--- src/rtl/mem_stage_if.sv ---
// Memory-port bundle between the MEM pipeline stage (master) and the memory system (slave).
`timescale 1ns/1ps
interface mem_stage_if;
   logic        mem_req;
   logic        mem_we;
   logic [31:0] mem_addr;
   logic [3:0]  mem_be;
   logic [31:0] mem_wdata;
   logic [31:0] mem_rdata;
   logic        mem_ack;

   modport master (
      output mem_req, mem_we, mem_addr, mem_be, mem_wdata,
      input  mem_rdata, mem_ack
   );

   modport slave (
      input  mem_req, mem_we, mem_addr, mem_be, mem_wdata,
      output mem_rdata, mem_ack
   );
endinterface

--- src/rtl/mem_stage.sv ---
// MEM pipeline stage: big-endian byte/half/word loads and stores over a req/ack port,
// with a stall for the whole access, a misalign exception and a bus-timeout error.
`timescale 1ns/1ps
module mem_stage #(
   parameter int unsigned MEM_TIMEOUT = 255
) (
   input  logic        clk,
   input  logic        rst,
   input  logic        ex_valid,
   input  logic [31:0] ex_alu,
   input  logic [31:0] ex_rt,
   input  logic        ex_mem_rd,
   input  logic        ex_mem_wr,
   input  logic [1:0]  ex_size,
   input  logic        ex_sext,
   input  logic        ex_wb_en,
   input  logic [4:0]  ex_wb_addr,
   mem_stage_if.master mem,
   output logic        stall,
   output logic        misalign,
   output logic        bus_err,
   output logic        wb_valid,
   output logic        wb_en,
   output logic [4:0]  wb_addr,
   output logic [31:0] wb_data
);

   localparam int unsigned CNT_W = 10;

   typedef enum logic [1:0] {S_IDLE, S_ACCESS, S_DONE} state_t;

   state_t           state_q, state_d;
   logic [CNT_W-1:0] cnt_q, cnt_d;

   logic [1:0]  lat_off;
   logic [1:0]  lat_size;
   logic        lat_sext;
   logic        lat_wb_en;
   logic [4:0]  lat_wb_addr;

   logic        mem_op_c, misaligned_c, start_c, misal_c, ack_c, timeout_c;
   logic [3:0]  be_c;
   logic [31:0] wdata_c;
   logic [7:0]  byte_c;
   logic [15:0] half_c;
   logic [31:0] load_c;

   // Gated by reset so stall/misalign read 0 while reset is held.
   assign mem_op_c     = rst & ex_valid & (ex_mem_rd | ex_mem_wr);
   assign misaligned_c = (ex_size == 2'b01) ? ex_alu[0] :
                         (ex_size[1] ? (|ex_alu[1:0]) : 1'b0);
   assign start_c      = (state_q == S_IDLE) & mem_op_c & ~misaligned_c;
   assign misal_c      = (state_q == S_IDLE) & mem_op_c & misaligned_c;
   assign ack_c        = (state_q == S_ACCESS) & mem.mem_ack;
   assign timeout_c    = (state_q == S_ACCESS) & ~mem.mem_ack &
                         (cnt_q == CNT_W'(MEM_TIMEOUT - 1));

   // Big-endian lane steering for the request being started.
   always_comb begin
      be_c    = 4'b1111;
      wdata_c = ex_rt;
      case (ex_size)
         2'b00: begin
            be_c    = 4'b1000 >> ex_alu[1:0];
            wdata_c = {4{ex_rt[7:0]}};
         end
         2'b01: begin
            be_c    = ex_alu[1] ? 4'b0011 : 4'b1100;
            wdata_c = {2{ex_rt[15:0]}};
         end
         default: begin
            be_c    = 4'b1111;
            wdata_c = ex_rt;
         end
      endcase
   end

   // Lane extraction and extension of returned read data.
   always_comb begin
      byte_c = 8'h00;
      case (lat_off)
         2'd0:    byte_c = mem.mem_rdata[31:24];
         2'd1:    byte_c = mem.mem_rdata[23:16];
         2'd2:    byte_c = mem.mem_rdata[15:8];
         default: byte_c = mem.mem_rdata[7:0];
      endcase
      half_c = lat_off[1] ? mem.mem_rdata[15:0] : mem.mem_rdata[31:16];
      case (lat_size)
         2'b00:   load_c = {{24{lat_sext & byte_c[7]}}, byte_c};
         2'b01:   load_c = {{16{lat_sext & half_c[15]}}, half_c};
         default: load_c = mem.mem_rdata;
      endcase
   end

   always_ff @(posedge clk or negedge rst) begin
      if (!rst) begin
         state_q <= S_IDLE;
         cnt_q   <= '0;
      end else begin
         state_q <= state_d;
         cnt_q   <= cnt_d;
      end
   end

   always_comb begin
      state_d     = state_q;
      cnt_d       = cnt_q;
      stall       = 1'b0;
      misalign    = 1'b0;
      mem.mem_req = 1'b0;
      case (state_q)
         S_IDLE: begin
            if (start_c) begin
               stall   = 1'b1;
               cnt_d   = '0;
               state_d = S_ACCESS;
            end else if (misal_c) begin
               misalign = 1'b1;
            end
         end
         S_ACCESS: begin
            mem.mem_req = 1'b1;
            stall       = 1'b1;
            if (ack_c || timeout_c) begin
               state_d = S_DONE;
            end else begin
               cnt_d = cnt_q + CNT_W'(1);
            end
         end
         S_DONE:  state_d = S_IDLE;
         default: state_d = S_IDLE;
      endcase
   end

   // Request latches, MEM/WB result and bus-error pulse.
   always_ff @(posedge clk or negedge rst) begin
      if (!rst) begin
         mem.mem_we    <= 1'b0;
         mem.mem_addr  <= '0;
         mem.mem_be    <= '0;
         mem.mem_wdata <= '0;
         lat_off       <= '0;
         lat_size      <= '0;
         lat_sext      <= 1'b0;
         lat_wb_en     <= 1'b0;
         lat_wb_addr   <= '0;
         bus_err       <= 1'b0;
         wb_valid      <= 1'b0;
         wb_en         <= 1'b0;
         wb_addr       <= '0;
         wb_data       <= '0;
      end else begin
         bus_err <= timeout_c;
         case (state_q)
            S_IDLE: begin
               if (start_c) begin
                  mem.mem_we    <= ex_mem_wr & ~ex_mem_rd;
                  mem.mem_addr  <= {ex_alu[31:2], 2'b00};
                  mem.mem_be    <= be_c;
                  mem.mem_wdata <= wdata_c;
                  lat_off       <= ex_alu[1:0];
                  lat_size      <= ex_size;
                  lat_sext      <= ex_sext;
                  lat_wb_en     <= ex_wb_en;
                  lat_wb_addr   <= ex_wb_addr;
                  wb_valid      <= 1'b0;
               end else if (misal_c) begin
                  wb_valid <= 1'b1;
                  wb_en    <= 1'b0;
                  wb_addr  <= ex_wb_addr;
               end else begin
                  wb_valid <= ex_valid;
                  wb_en    <= ex_wb_en & ex_valid;
                  wb_addr  <= ex_wb_addr;
                  wb_data  <= ex_alu;
               end
            end
            S_ACCESS: begin
               if (ack_c) begin
                  wb_valid <= 1'b1;
                  wb_addr  <= lat_wb_addr;
                  if (mem.mem_we) begin
                     wb_en <= 1'b0;
                  end else begin
                     wb_en   <= lat_wb_en;
                     wb_data <= load_c;
                  end
               end else if (timeout_c) begin
                  wb_valid <= 1'b1;
                  wb_en    <= 1'b0;
                  wb_addr  <= lat_wb_addr;
               end else begin
                  wb_valid <= 1'b0;
               end
            end
            default: wb_valid <= 1'b0;
         endcase
      end
   end

endmodule

--- src/flat_wrapper.sv ---
// flat-port wrapper written by rule: the top's interface ports become plain ports
module mem_stage_flat 
#(
   parameter int unsigned MEM_TIMEOUT = 255
)
  (clk, rst, ex_valid, ex_alu, ex_rt, ex_mem_rd, ex_mem_wr, ex_size, ex_sext, ex_wb_en, ex_wb_addr, stall, misalign, bus_err, wb_valid, wb_en, wb_addr, wb_data, mem_mem_req, mem_mem_we, mem_mem_addr, mem_mem_be, mem_mem_wdata, mem_mem_rdata, mem_mem_ack);
  mem_stage_if mem_i ();
  input  logic clk;
  input  logic rst;
  input  logic ex_valid;
  input  logic [31:0] ex_alu;
  input  logic [31:0] ex_rt;
  input  logic ex_mem_rd;
  input  logic ex_mem_wr;
  input  logic [1:0] ex_size;
  input  logic ex_sext;
  input  logic ex_wb_en;
  input  logic [4:0] ex_wb_addr;
  output logic stall;
  output logic misalign;
  output logic bus_err;
  output logic wb_valid;
  output logic wb_en;
  output logic [4:0] wb_addr;
  output logic [31:0] wb_data;
  output wire logic [$bits(mem_i.mem_req)-1:0] mem_mem_req;
  output wire logic [$bits(mem_i.mem_we)-1:0] mem_mem_we;
  output wire logic [$bits(mem_i.mem_addr)-1:0] mem_mem_addr;
  output wire logic [$bits(mem_i.mem_be)-1:0] mem_mem_be;
  output wire logic [$bits(mem_i.mem_wdata)-1:0] mem_mem_wdata;
  input wire logic [$bits(mem_i.mem_rdata)-1:0] mem_mem_rdata;
  input wire logic [$bits(mem_i.mem_ack)-1:0] mem_mem_ack;
  assign mem_mem_req = mem_i.mem_req;
  assign mem_mem_we = mem_i.mem_we;
  assign mem_mem_addr = mem_i.mem_addr;
  assign mem_mem_be = mem_i.mem_be;
  assign mem_mem_wdata = mem_i.mem_wdata;
  assign mem_i.mem_rdata = mem_mem_rdata;
  assign mem_i.mem_ack = mem_mem_ack;
  mem_stage #(.MEM_TIMEOUT(MEM_TIMEOUT)) u_core (.clk(clk), .rst(rst), .ex_valid(ex_valid), .ex_alu(ex_alu), .ex_rt(ex_rt), .ex_mem_rd(ex_mem_rd), .ex_mem_wr(ex_mem_wr), .ex_size(ex_size), .ex_sext(ex_sext), .ex_wb_en(ex_wb_en), .ex_wb_addr(ex_wb_addr), .mem(mem_i), .stall(stall), .misalign(misalign), .bus_err(bus_err), .wb_valid(wb_valid), .wb_en(wb_en), .wb_addr(wb_addr), .wb_data(wb_data));
endmodule
--- config.mk ---
export PLATFORM = sky130hd
export DESIGN_NAME = mem_stage_flat
export DESIGN_NICKNAME = d
export VERILOG_FILES = /design/src/rtl/mem_stage_if.sv /design/src/rtl/mem_stage.sv /design/src/flat_wrapper.sv
export SDC_FILE = /design/constraint.sdc
export NUM_CORES = 1
export LEC_CHECK = 0
export ABC_AREA = 0
export CAP_MARGIN = 15
export CORE_ASPECT_RATIO = 1.2
export CORE_MARGIN = 3
export CORE_UTILIZATION = 25
export CTS_BUF_LIST = sky130_fd_sc_hd__clkbuf_4 sky130_fd_sc_hd__clkbuf_8 sky130_fd_sc_hd__clkbuf_16
export DETAILED_ROUTE_END_ITERATION = 16
export GPL_ROUTABILITY_DRIVEN = 0
export PLACE_DENSITY_LB_ADDON = 0.15
export SETUP_SLACK_MARGIN = 0.4
export SLEW_MARGIN = 20
export SYNTH_ARGS = -nofsm -noshare
export SYNTH_HDL_FRONTEND = slang
export SYNTH_SLANG_ARGS = --single-unit
--- constraint.sdc ---
create_clock -name clk -period 2.26 [get_ports clk]
set_input_delay 0.339 -clock clk [delete_from_list [all_inputs] [get_ports clk]]
set_output_delay 0.339 -clock clk [all_outputs]
set_load 0.005 [all_outputs]
# After elaboration in Yosys (flattened, before gate mapping)
# Index checks and enable logic that the tools add are counted.
[classes]
n_shift = 1
reduce_logical = 12
n_mux = 40
n_eq_ne = 14
bitwise = 16
n_addsub = 1
[ops]
columns = ["cell", "count"]
rows = [
  ["32-bit one-hot mux with 2 select lines", 3],
  ["32-bit two-way mux", 4],
  ["8-bit one-hot mux with 3 select lines", 1],
  ["10-bit two-way mux", 2],
  ["10-bit one-hot mux with 2 select lines", 1],
  ["1-bit two-way mux", 16],
  ["16-bit two-way mux", 1],
  ["5-bit two-way mux", 3],
  ["1-bit AND", 12],
  ["10-bit by 1-bit adder with 10-bit output (second input constant)", 1],
  ["10-bit by 8-bit == test with 1-bit output (second input constant)", 1],
  ["2-bit != test (second input constant)", 5],
  ["5-bit one-hot mux with 2 select lines", 1],
  ["2-bit by 1-bit == test with 1-bit output (second input constant)", 4],
  ["2-bit zero test", 4],
  ["4-bit one-hot mux with 2 select lines", 1],
  ["1-bit one-hot mux with 2 select lines", 3],
  ["3-bit AND reduction", 2],
  ["5-bit AND reduction", 1],
  ["2-bit two-way mux", 2],
  ["4-bit two-way mux", 1],
  ["2-bit by 1-bit != test with 1-bit output (second input constant)", 2],
  ["2-bit one-hot mux with 2 select lines", 1],
  ["2-bit AND reduction", 2],
  ["other kinds (8)", 10],
]
[totals]
register_bits = 130
inputBits = 111

# Depth between registers and ports, before layout
[logic_depth]
depth_word = 7
mapped_depth = 7
mapped_depth_nobuf = 6

# Worst setup path before layout
# No wires, ideal clock.
[synth_path]
path_kind = "reg-to-reg"
from = "reg u_core.cnt_q[0]"
to = "reg u_core.wb_addr[0]"
path_slack_ns = 0.238
path_stages_with_launch = 7
arrival_time_ns = 1.897
t_required_ns = 2.135
period_less_slack_ns = 2.022
n_path_buf = 0
path_cell_list = "dfrtp_1 -> inv_1 -> ha_1 -> or3b_2 -> o31ai_1 -> a22o_2 -> mux2_2"
[synth_via]
elab_chain_len = 4
[synth_lines]
columns = ["element", "line_no", "source"]
rows = [
  ["start: declaration", "mem_stage.sv:33", "logic [CNT_W-1:0] cnt_q, cnt_d;"],
  ["start signal: assignment", "mem_stage.sv:101", "cnt_q <= cnt_d;"],
  ["10-bit by 8-bit == test with 1-bit output", "mem_stage.sv:56", "(cnt_q == CNT_W'(MEM_TIMEOUT - 1));"],
  ["1-bit AND", "mem_stage.sv:55", "assign timeout_c = (state_q == S_ACCESS) & ~mem.mem_ack &"],
  ["3-bit by 1-bit != test with 1-bit output (no source line)", "-", ""],
  ["3-bit AND reduction (no source line)", "-", ""],
  ["end signal: assignment", "mem_stage.sv:170", "wb_addr <= ex_wb_addr;"],
  ["end signal: assignment", "mem_stage.sv:174", "wb_addr <= ex_wb_addr;"],
  ["end signal: assignment", "mem_stage.sv:181", "wb_addr <= lat_wb_addr;"],
  ["end: declaration", "mem_stage.sv:24", "output logic [4:0] wb_addr,"],
]
# Every way passes these cells.
# A chain may end at the register's enable or synchronous reset.

# Worst setup path in the final report
[layout_path]
from = "reg u_core.cnt_q[0]"
to = "reg u_core.wb_addr[1]"
# The elaborated chain is that of the path after synthesis.

==> key figures <==
Run status
  • Outcome: finished clean

Timing
  • Hold Vio Cnt, Final: 0
  • F_max: 519 MHz
  • Slew headroom: 0.524
  • Max Transition Viols Final: 0
  • Tcrit/Tclk final: 0.853
  • Minimum clock period: 1.93 ns
  • Worst Clk Skew: 0.0106 ns
  • Final setup viols: 0
  • Worst-margin pin slew: 0.714 ns
  • RSZ-0062 raised after global routing: yes

Pwr
  • Worst vdd ir: 0.598 mV
  • PwrDens: 895 nW/um^2
  • Leak Pwr: 0.00429 uW

Drt
  • Routed vias: 5718
  • DRT Pass-1 Iters: 4
  • WL final: 22700 microns
  • Routed len/inst: 18.8 microns
  • # DRC: 0
  • Vias/cell: 4.74
  • Routed Antenna Nets: 0
  • Iter 0 DRT Violations: 273

Worst setup path
  • Required @ worst endpoint: 2.55 ns
  • R2R setup slack: 0.33 ns
  • Critical path data arrival time: 2.22 ns
  • Setup CP Type: reg2reg
  • Setup crit start kind: register
  • R2R depth: 6
  • Reg-to-reg endpoint: u_core.wb_addr[1]
  • Worst-path maximum fanout: 6
  • Crit path capture type: register
  • R2r startpoint: u_core.cnt_q[0]

Synth
  • Mapped Cells: 620
  • Mapped Area: 6440 sq um
  • Top cells by area, synth: dfrtp_1 (51%), mux2_2 (9.6%), mux2i_1 (6.1%)
  • Yosys reg bits: 130
  • Post-synth top area share: 0.505
  • Number of synthesized flops with an enable pin: 0
  • Synth warn: 0
  • Ys flop type: dfrtp_1
  • Avg Cell Area, Syn: 10.4 sq um
  • Sequential area share after synthesis: 0.505
  • Async SR Flop Fraction: 1.00
  • Yosys cell types: 50
  • Synth area leader: dfrtp_1

Finish
  • # diodes: 0
  • FILL cells: 2529
  • Fraction of layout cells with a size suffix above 1: 0.204
  • Register area: 3250 sq um
  • Most frequent cells in the layout: clkdlybuf4s50_1 (215), dfrtp_1 (129), nor2_1 (81)
  • Nets@finish: 983
  • Final Core Density: 0.405
  • Syn-to-layout area delta: 57.4%
  • Multi-input logic area: 3080 sq um
  • Design area: 10100 sq um
  • Commonest non-fill, non-tap cell in the layout: clkdlybuf4s50_1

CTS
  • Clk buf depth: 2
  • Total CTS buffers: 17
  • CTS root buffer: clkbuf_16
  • CTS tree: done
  • H-Tree Depth: 4
  • Clk slew on worst S/H paths: 0.06 ns
  • CTS sink cnt: 130
  • Clk_lat worst skew: 0.42 ns

Die
  • Die Y: 182 microns
  • Core Area: 25000 sq um
  • Number of placement rows: 63
  • Die Width: 152 microns
  • DIE AREA: 27700 sq um
  • Io pins: 223
  • Starting Density: 0.258

GRT
  • Global-route wire length before repair: 34700 microns
  • Pin count of the biggest net entering global routing: 122
  • GRT Total Usage: 0.158
  • Vias in the first global route: 5924
  • Congestion Overflow GR: 0
  • Initial antenna violation count: 1

Placement
  • Dpl cell area: 9240 sq um
  • Post-DP HPWL: 16000 microns
  • I/O Buffers: 220

Hold path
  • Hold Path Class: in2async

Run
  • Max cap viols: 0
[routing by layer]
metal	global-route usage	wire (microns)	vias up
met4	0.0346	308	2
li1	-	-	2728
met1	0.201	9710	2756
met3	0.0586	1780	22
met5	0	8	-
met2	0.258	10900	210
[critical path: stages (launching register included)]
cell and delay, ns:
dfrtp_1 0.38, inv_1 0.06, ha_2 0.16, or3b_4 0.40, o31ai_4 0.22, a22o_4 0.23
mux2_2 0.35
[repair_timing]
| action | in CTS | in global routing |
|---|---|---|
| gates cloned | 0 | 5 |
| resized for setup | 36 | 17 |
| hold buffers | 1 | 0 |
| endpoints found under the hold margin | 9 | 0 |
| pin swaps | 4 | 4 |
| buffers inserted | 4 | 3 |
| setup endpoints to repair | 34 | 50 |
[worst max path at each step]
stage | depth (start not counted) | slack (ns) | start | end
after floorplan | 6 | 0.39 | u_core.cnt_q[0] | u_core.wb_addr[0]
after global placement | 4 | -0.29 | ex_valid | misalign
after detailed placement | 4 | -0.29 | ex_valid | misalign
after CTS | 3 | 0.21 | u_core.state_q[1] | misalign
after global routing | 6 | 0.25 | u_core.state_q[1] | stall
final | 6 | 0.33 | u_core.cnt_q[0] | u_core.wb_addr[1]
[area by class of cell]
class	count	area share
sequential	130	0.321
multi-input combinational	438	0.304
timing repair buffer	277	0.277
clock buffer	17	0.0420
tap	325	0.0401
clock inverter	14	0.0128
inverter	6	0.00247
[per-stage QoR]
stage | instances | power (uW) | TNS [ns] | setup WS [ns] | hold slack [ns]
detailed placement | 1163 | 6310 | -0.628 | -0.289 | 0.168
finish | 1207 | 9060 | 0 | 0.332 | 0.0337
CTS | 1199 | 9110 | 0 | 0.205 | 0.0951
global placement | 1163 | 6310 | -0.309 | -0.288 | 0.168
global route | 1207 | 9630 | 0 | 0.249 | 0.0835
floorplan | 621 | 4500 | 0 | 0.386 | 0.0434
[flip-flops by register name (all words and copies together) (netlist names), 2 cells and up]
signal                flops
u_core.mem.mem_wdata     32
u_core.wb_data           32
u_core.mem.mem_addr      30
u_core.cnt_q             10
u_core.lat_wb_addr        5
u_core.wb_addr            5
u_core.mem.mem_be         4
u_core.lat_off            2
u_core.lat_size           2
u_core.state_q            2
[power breakdown]
group	total (uW)	leakage [uW]	switching (uW)	internal [uW]
logic	3140	0.00245	1270	1880
registers	3270	0.00157	357	2910
clock network	2650	0.000271	1130	1520
[synthesized netlist by cell type, types with 2 or more instances]
cell type and number:
buf_4 3, a21oi_1 25, ha_1 2, or3b_2 9, dfrtp_1 130, buf_2 18
inv_1 6, a22o_1 9, mux2_2 55, a31oi_1 7, o31ai_1 4, nor2_1 81
a21o_1 2, mux2i_1 39, xnor2_1 3, nor3_1 6, nand2_1 76, or3_1 5
o21ai_0 34, nand3_1 6, o41ai_1 2, a22oi_1 9, o221ai_1 7, and2_1 2
nand4_1 2, a221oi_1 24, nand2b_1 5, or2_2 4, clkbuf_1 20, buf_1 5
[logic make-up after synthesis]
logic type | count (synthesis) | share of synthesized area
AO/OA/AOI/OAI | 133 | 0.147
adder cells (fa/ha/maj) | 2 | 0.00389
flip-flops | 130 | 0.505
multiplexers | 95 | 0.160
XOR/XNOR | 3 | 0.00408
other | 1 | 0.000583
AND/OR/NAND/NOR | 203 | 0.142
buffers and inverters | 53 | 0.0373
Note: power is estimated with default switching activity, not from simulation.
